===== config.mk =====
export PLATFORM = sky130hd
export DESIGN_NAME = codificador_teclado
export DESIGN_NICKNAME = d
export VERILOG_FILES = /design/src/rtl/codificador_teclado.sv
export SDC_FILE = /design/constraint.sdc
export NUM_CORES = 1
export LEC_CHECK = 0
export BUFFER_PORTS_ARGS = -buffer_cell sky130_fd_sc_hd__buf_4
export CAP_MARGIN = 20
export CORE_ASPECT_RATIO = 1.75
export CORE_MARGIN = 10
export CORE_UTILIZATION = 50
export DETAILED_ROUTE_END_ITERATION = 10
export PLACE_DENSITY = 0.68
export SLEW_MARGIN = 20
export SYNTH_ARGS = -nofsm -noshare
export SYNTH_HDL_FRONTEND = slang
export SYNTH_SLANG_ARGS = --single-unit
export TNS_END_PERCENT = 50

===== constraint.sdc =====
create_clock -name clk -period 2.6 [get_ports clk]
set_clock_uncertainty 0.15 [all_clocks]
set_input_delay 0.13 -clock clk [delete_from_list [all_inputs] [get_ports clk]]
set_output_delay 0.13 -clock clk [all_outputs]
set_load 0.02 [all_outputs]

===== src/rtl/codificador_teclado.sv =====
// codificador_teclado
// Scanning encoder for a 4x4 active-low matrix keypad. One row is driven low
// at a time; the columns are synchronized, the first key seen is debounced on
// press and on release, and an accepted press produces a 4-bit key code with a
// one-cycle valid strobe. The code drives the 4-bit-to-7-segment decoder.
//
// Parameters:
//   SCAN_DIV  cycles each row is held low before it is sampled (>= 4)
//   DEBOUNCE  consecutive stable samples to accept a press or a release (>= 2)
//
// Ports:
//   clk      in   1  system clock
//   rst      in   1  synchronous, active-high reset
//   col      in   4  keypad columns, active-low, asynchronous to clk
//   row      out  4  keypad row drive, active-low, exactly one bit low
//   code     out  4  last accepted key, 4*row_index + col_index
//   valid    out  1  one-cycle strobe marking a new code
//   pressed  out  1  high from accepted press until accepted release
module codificador_teclado #(
  parameter int SCAN_DIV = 1000,
  parameter int DEBOUNCE = 50000
) (
  input  logic       clk,
  input  logic       rst,
  input  logic [3:0] col,
  output logic [3:0] row,
  output logic [3:0] code,
  output logic       valid,
  output logic       pressed
);

  // One shared counter serves the scan dwell and both debounce phases, so it
  // is sized for the larger of the two terminal counts.
  localparam int MAX_CNT = (SCAN_DIV > DEBOUNCE) ? SCAN_DIV : DEBOUNCE;
  localparam int CNT_W   = $clog2(MAX_CNT);

  localparam logic [CNT_W-1:0] SCAN_LAST = CNT_W'(SCAN_DIV - 1);
  localparam logic [CNT_W-1:0] DEB_LAST  = CNT_W'(DEBOUNCE - 1);

  typedef enum logic [1:0] {
    SCAN      = 2'd0,
    DEB_PRESS = 2'd1,
    WAIT_REL  = 2'd2
  } state_t;

  state_t           state, state_n;
  logic [1:0]       row_idx, row_idx_n;
  logic [1:0]       col_idx, col_idx_n;
  logic [CNT_W-1:0] cnt, cnt_n;
  logic [3:0]       row_n;
  logic [3:0]       code_n;
  logic             valid_n;
  logic             pressed_n;

  logic [3:0]       col_meta;
  logic [3:0]       cs;
  logic [1:0]       low_col;
  logic             watched_low;

  // Two-flop synchronizer for the asynchronous column inputs. Reset parks it
  // at "no key" so a stale low cannot leak across a reset.
  always_ff @(posedge clk) begin
    if (rst) begin
      col_meta <= 4'hF;
      cs       <= 4'hF;
    end else begin
      col_meta <= col;
      cs       <= col_meta;
    end
  end

  // Lowest-indexed low column wins when several keys share the active row.
  always_comb begin
    low_col = 2'd3;
    if (!cs[0])      low_col = 2'd0;
    else if (!cs[1]) low_col = 2'd1;
    else if (!cs[2]) low_col = 2'd2;
  end

  // Only the latched column is watched once a candidate key is chosen.
  assign watched_low = ~cs[col_idx];

  // State and output registers.
  always_ff @(posedge clk) begin
    if (rst) begin
      state   <= SCAN;
      row_idx <= 2'd0;
      col_idx <= 2'd0;
      cnt     <= '0;
      row     <= 4'b1110;
      code    <= 4'h0;
      valid   <= 1'b0;
      pressed <= 1'b0;
    end else begin
      state   <= state_n;
      row_idx <= row_idx_n;
      col_idx <= col_idx_n;
      cnt     <= cnt_n;
      row     <= row_n;
      code    <= code_n;
      valid   <= valid_n;
      pressed <= pressed_n;
    end
  end

  // Next-state logic. The row register is re-derived from the next row index
  // so the drive pins come straight from flops.
  always_comb begin
    state_n   = state;
    row_idx_n = row_idx;
    col_idx_n = col_idx;
    cnt_n     = cnt;
    code_n    = code;
    valid_n   = 1'b0;
    pressed_n = pressed;

    case (state)
      SCAN: begin
        if (cnt == SCAN_LAST) begin
          cnt_n = '0;
          if (cs != 4'hF) begin
            col_idx_n = low_col;
            state_n   = DEB_PRESS;
          end else begin
            row_idx_n = row_idx + 2'd1;
          end
        end else begin
          cnt_n = cnt + CNT_W'(1);
        end
      end

      DEB_PRESS: begin
        if (watched_low) begin
          if (cnt == DEB_LAST) begin
            cnt_n     = '0;
            code_n    = {row_idx, col_idx};
            valid_n   = 1'b1;
            pressed_n = 1'b1;
            state_n   = WAIT_REL;
          end else begin
            cnt_n = cnt + CNT_W'(1);
          end
        end else begin
          // A bounce aborts the candidate; rescan the same row from scratch.
          cnt_n   = '0;
          state_n = SCAN;
        end
      end

      WAIT_REL: begin
        if (!watched_low) begin
          if (cnt == DEB_LAST) begin
            cnt_n     = '0;
            pressed_n = 1'b0;
            row_idx_n = row_idx + 2'd1;
            state_n   = SCAN;
          end else begin
            cnt_n = cnt + CNT_W'(1);
          end
        end else begin
          cnt_n = '0;
        end
      end

      default: begin
        cnt_n   = '0;
        state_n = SCAN;
      end
    endcase

    row_n = ~(4'b0001 << row_idx_n);
  end

endmodule


# Yosys cells after proc, flatten, opt, wreduce, memory -nomap -nowiden
# Index checks and enable logic that the tools add are counted.
dict set report word_totals {
  word_cells 64
  inputBits 6
  regBits 40
  out_inout_bits 10
}
dict set report classes {
  mux 28
  n_bitwise 3
  n_addsub 2
  reduce_logical 7
  eq_ne 12
  order_cmp 1
  n_shift 1
}
# operator n
set op_table {}
lappend op_table {{$mux 16} 4}
lappend op_table {{$pmux 16 s3} 1}
lappend op_table {{$mux 2} 12}
lappend op_table {{$add 16x1->16 const B} 1}
lappend op_table {{$eq 16x10->1 const B} 1}
lappend op_table {{$eq 16x16->1 const B} 1}
lappend op_table {{$ne 2x2->1 const B} 6}
lappend op_table {{$reduce_and 5->1} 2}
lappend op_table {{$mux 1} 7}
lappend op_table {{$pmux 2 s3} 1}
lappend op_table {{$reduce_and 3->1} 2}
lappend op_table {{$ne 4x4->1 const B} 1}
lappend op_table {{$not 4->4} 1}
lappend op_table {{$pmux 2 s2} 1}
lappend op_table {{$shl 1x2->4 const A} 1}
lappend op_table {{$lt 2x3->1 const B} 1}
lappend op_table {{$ne 3x3->1 const B} 1}
lappend op_table {{$reduce_or 3->1} 1}
lappend op_table {{$add 2x1->2 const B} 1}
lappend op_table {{$bmux 1 s2} 1}
lappend op_table {{$eq 2x1->1 const B} 1}
lappend op_table {{$eq 2x2->1 const B} 1}
lappend op_table {{$logic_not 2->1} 1}
lappend op_table {{$not 1->1} 2}
lappend op_table {{other kinds (2)} 2}

# Longest topological paths before layout
dict set report depth {
  word_depth 6
  mapped_depth 7
  mapped_depth_nobuf 6
}

# Worst setup path after synthesis
# No wires, ideal clock.
dict set report synth_path {
  path_type {reg2reg}
  start {register cnt[4]}
  end {register row_idx[1]}
  required_time_ns 2.329
  t_arrival_ns 1.828
  slack_ns 0.501
  period_less_slack_ns 2.099
  n_path_buf 0
  setup_time_ns 0.121
  path_stages_with_launch 6
  cell_sequence {dfxtp_1 -> or4b_1 -> nor4_1 -> nand3_1 -> o32ai_1 -> mux2_2}
}
dict set report synth_via {
  elab_chain_cells 4
  word_cells_on_any_way 6
  classes_between {2 x eq/ne; 4 x mux}
}
# item line
set synth_lines {}
lappend synth_lines {{from (decl)} 49} ;# logic [CNT_W-1:0] cnt, cnt_n;
lappend synth_lines {{from (signal assigned)} 98} ;# cnt <= cnt_n;
lappend synth_lines {{$eq 16x16->1} 152} ;# if (cnt == DEB_LAST) begin
lappend synth_lines {{$mux 2} 152}
lappend synth_lines {{$mux 2} 151} ;# if (!watched_low) begin
lappend synth_lines {{$pmux 2 s2 *} 117} ;# case (state)
lappend synth_lines {{to (signal assigned)} 96} ;# row_idx <= row_idx_n;
lappend synth_lines {{to (decl)} 47} ;# logic [1:0] row_idx, row_idx_n;
# Every way passes the cells marked *; elsewhere a longest branch is shown, timed or not.
# A chain may end at the register's enable or synchronous reset.

# Worst setup path after layout
# Same ends and word-level chain as after synthesis.

==> flow_summary.ini <==
[sta]
max_freq_ghz = 0.439
worst_pin_slew_ns = 0.577
tns_ns = 0
fin_crit_sh_pct = 87.5
hold_violations = 0
rsz0062_at_grt = no
relSlewSlack_pct = 61.2
slew_viol_final = 0
setup_violations = 0
setup_ws_ns = 0.324
post-route-min-period_ns = 2.28

[synthesis]
synthTopCellsByArea = dfxtp_1, nor2_1, mux2i_1, xor2_1, xnor2_1
seq_area_frac_synth_pct = 44.7
synth.distinct_cells = 44
ys_ff_latch = 40
yosysWarnings = 0
synth.top_cell.area_share_pct = 44.7
synth_area_um2 = 1790
netlist_instances = 186
synthesis.nets = 193
synth.avg_cell_area_um2 = 9.63
yosysTopAreaCell = dfxtp_1

[place]
numPortBuffers = 15
dp_slack_ns = 0.335
placed_area_um2 = 1870
dp.final_hpwl_um = 2490
place_congestion = 0.877

[floorplanning]
die_area_um2 = 6470
io_pins = 16
start_util_pct = 52.2
chipHeight_um = 99.2
std_cell_rows = 28
die_x_um = 65.2
core_area_um2 = 3430

[routing]
drtIter0Drc = 34
firstDrtPassIters = 4
routed_wl_um = 3400
drc = 0
via_per_inst = 5.43
wl_per_cell_um = 13.7
antenna_left = 0
num_vias = 1347

[power]
irDropWorstVdd_uv = 344
leakage_nw = 0.754
p_per_area_nw_per_um2 = 532

[grt]
grt_pass1_vias = 1373
overflow = 0
grt_pass1_wl_um = 5900
grt_usage_pct = 11.3
grt_start_max_net_pins = 30
antenna_found_initial = 0

[setup_path]
r2r_slack_ns = 0.32
cp-end-kind = flip-flop
path_max_fanout = 6
worstPathRequired_ns = 2.63
arrival_ns = 2.31
crit_path_start_kind = flip-flop
worst-setup-path-type = reg -> reg

[job]
maxCapViolCount = 0

[clocking]
path_clk_slew_ns = 0.08
cts_tree = done
cts_sinks = 40
post_cts_resized = 0
cts_buffer_depth = 2
clk_latency_ns = 0.29
htreeDepth = 2
cts-buffers-inserted = 5
cts_root_buf = clkbuf_8
post-cts-setup-buffers = 0

[hold_path]
hold_path.class = in -> reg

[status]
status = finished clean

[cells_and_area]
fin_nets = 210
seq_area_um2 = 801
final_common_cell = dfxtp_1
syn2layout_area_growth_pct = 11.3
n_antenna_cell = 0
final_cell_mix = dfxtp_1, nor2_1, buf_4
multiInputGateArea_um2 = 890
fill_cells = 318
finish.instance_area_um2 = 1990
drive_gt1_share_pct = 20.7
[per-stage QoR]
stage | util, % | instances | total power (W) | hold WS, ns
6_report | 58.0 | 248 | 0.00106 | 0.0297
5_1_grt | 58.0 | 248 | 0.00110 | 0.0523
4_1_cts | 58.0 | 248 | 0.00108 | 0.0248
3_5_place_dp | 54.5 | 237 | 0.000680 | 0.171
3_3_place_gp | 54.5 | 237 | 0.000678 | 0.166
2_1_floorplan | - | 186 | 0.000669 | 0.0838
[path summary, 6_finish.rpt]
check                                  from    endpoint  cells after the start
worst min register to register  col_meta[2]       cs[2]                      1
worst min-delay path                    rst       valid                      2
worst max register to register       cnt[4]  row_idx[1]                      5
worst max-delay path                 cnt[4]  row_idx[1]                      5
[cells in the mapped netlist, drive strengths merged]
master,n
nand4b,2
and4,2
nand3,10
and2,1
clkbuf,3
or2b,1
nor2,29
o31a,1
nand2b,4
or4,2
nand2,11
mux2,2
nor4,4
and3,3
nand4,5
dfxtp,40
o21ai,1
o32ai,2
a211oi,1
nand3b,2
ha,1
nor3,3
bufbuf,2
a21oi,7
buf,4
mux2i,7
nor3b,3
nor2b,3
and2b,1
xnor2,6
mux4,1
or2,8
inv,3
xor2,8
or4b,2
o22a,1
[timing repair]
item                                    4_1_cts  5_1_grt
endpoints found under the hold margin         4        0
hold buffers                                  4        0
endpoints found under the setup margin        0        0
[routing by layer]
| layer | vias up | part of all wire [%] | global-route usage (%) | routed length (um) |
|---|---|---|---|---|
| li1 | 675 | - | - | - |
| met1 | 631 | 37 | 10.1 | 1260 |
| met2 | 28 | 55 | 20.3 | 1880 |
| met3 | 13 | 3.5 | 3.03 | 120 |
| met4 | 0 | 4.2 | 8.77 | 142 |
| met5 | - | 0 | 0 | 0 |
[where the power goes]
| group | total [W] | internal [W] | switching (W) |
|---|---|---|---|
| clock network | 0.000389 | 0.000182 | 0.000207 |
| logic | 0.0000418 | 0.0000213 | 0.0000205 |
| registers | 0.000629 | 0.000622 | 0.00000651 |
[critical path, cell delays in order (launching register included)]
cell and delay (ns):
dfxtp_1 0.37, or4b_1 0.53, nor4_1 0.18, nand3_1 0.23
o32ai_1 0.36, mux2_2 0.36
[sequential cells by signal (all words and copies together) (netlist names)]
| signal | count |
|---|---|
| state | 2 |
| col_idx | 2 |
| cnt | 16 |
| col_meta | 4 |
| code | 4 |
| row | 4 |
| valid | 1 |
| cs | 4 |
| pressed | 1 |
| row_idx | 2 |
[layout make-up]
cell class	count	share of cell area [%]
inverter	3	0.565
clock inverter	2	0.628
tap	45	2.83
clock buffer	5	3.45
sequential	40	40.2
timing repair buffer	19	7.66
multi-input combinational	134	44.7
[cell families after synthesis]
logic type | after synthesis | share of synthesized area (%)
AND/OR/NAND/NOR | 96 | 30.3
adder cells (fa/ha/maj) | 1 | 0.699
XOR/XNOR | 14 | 6.85
AO/OA/AOI/OAI | 13 | 5.17
buffers and inverters | 12 | 5.59
multiplexers | 10 | 6.64
flip-flops | 40 | 44.7
Note: power is estimated with default switching activity, not from simulation.
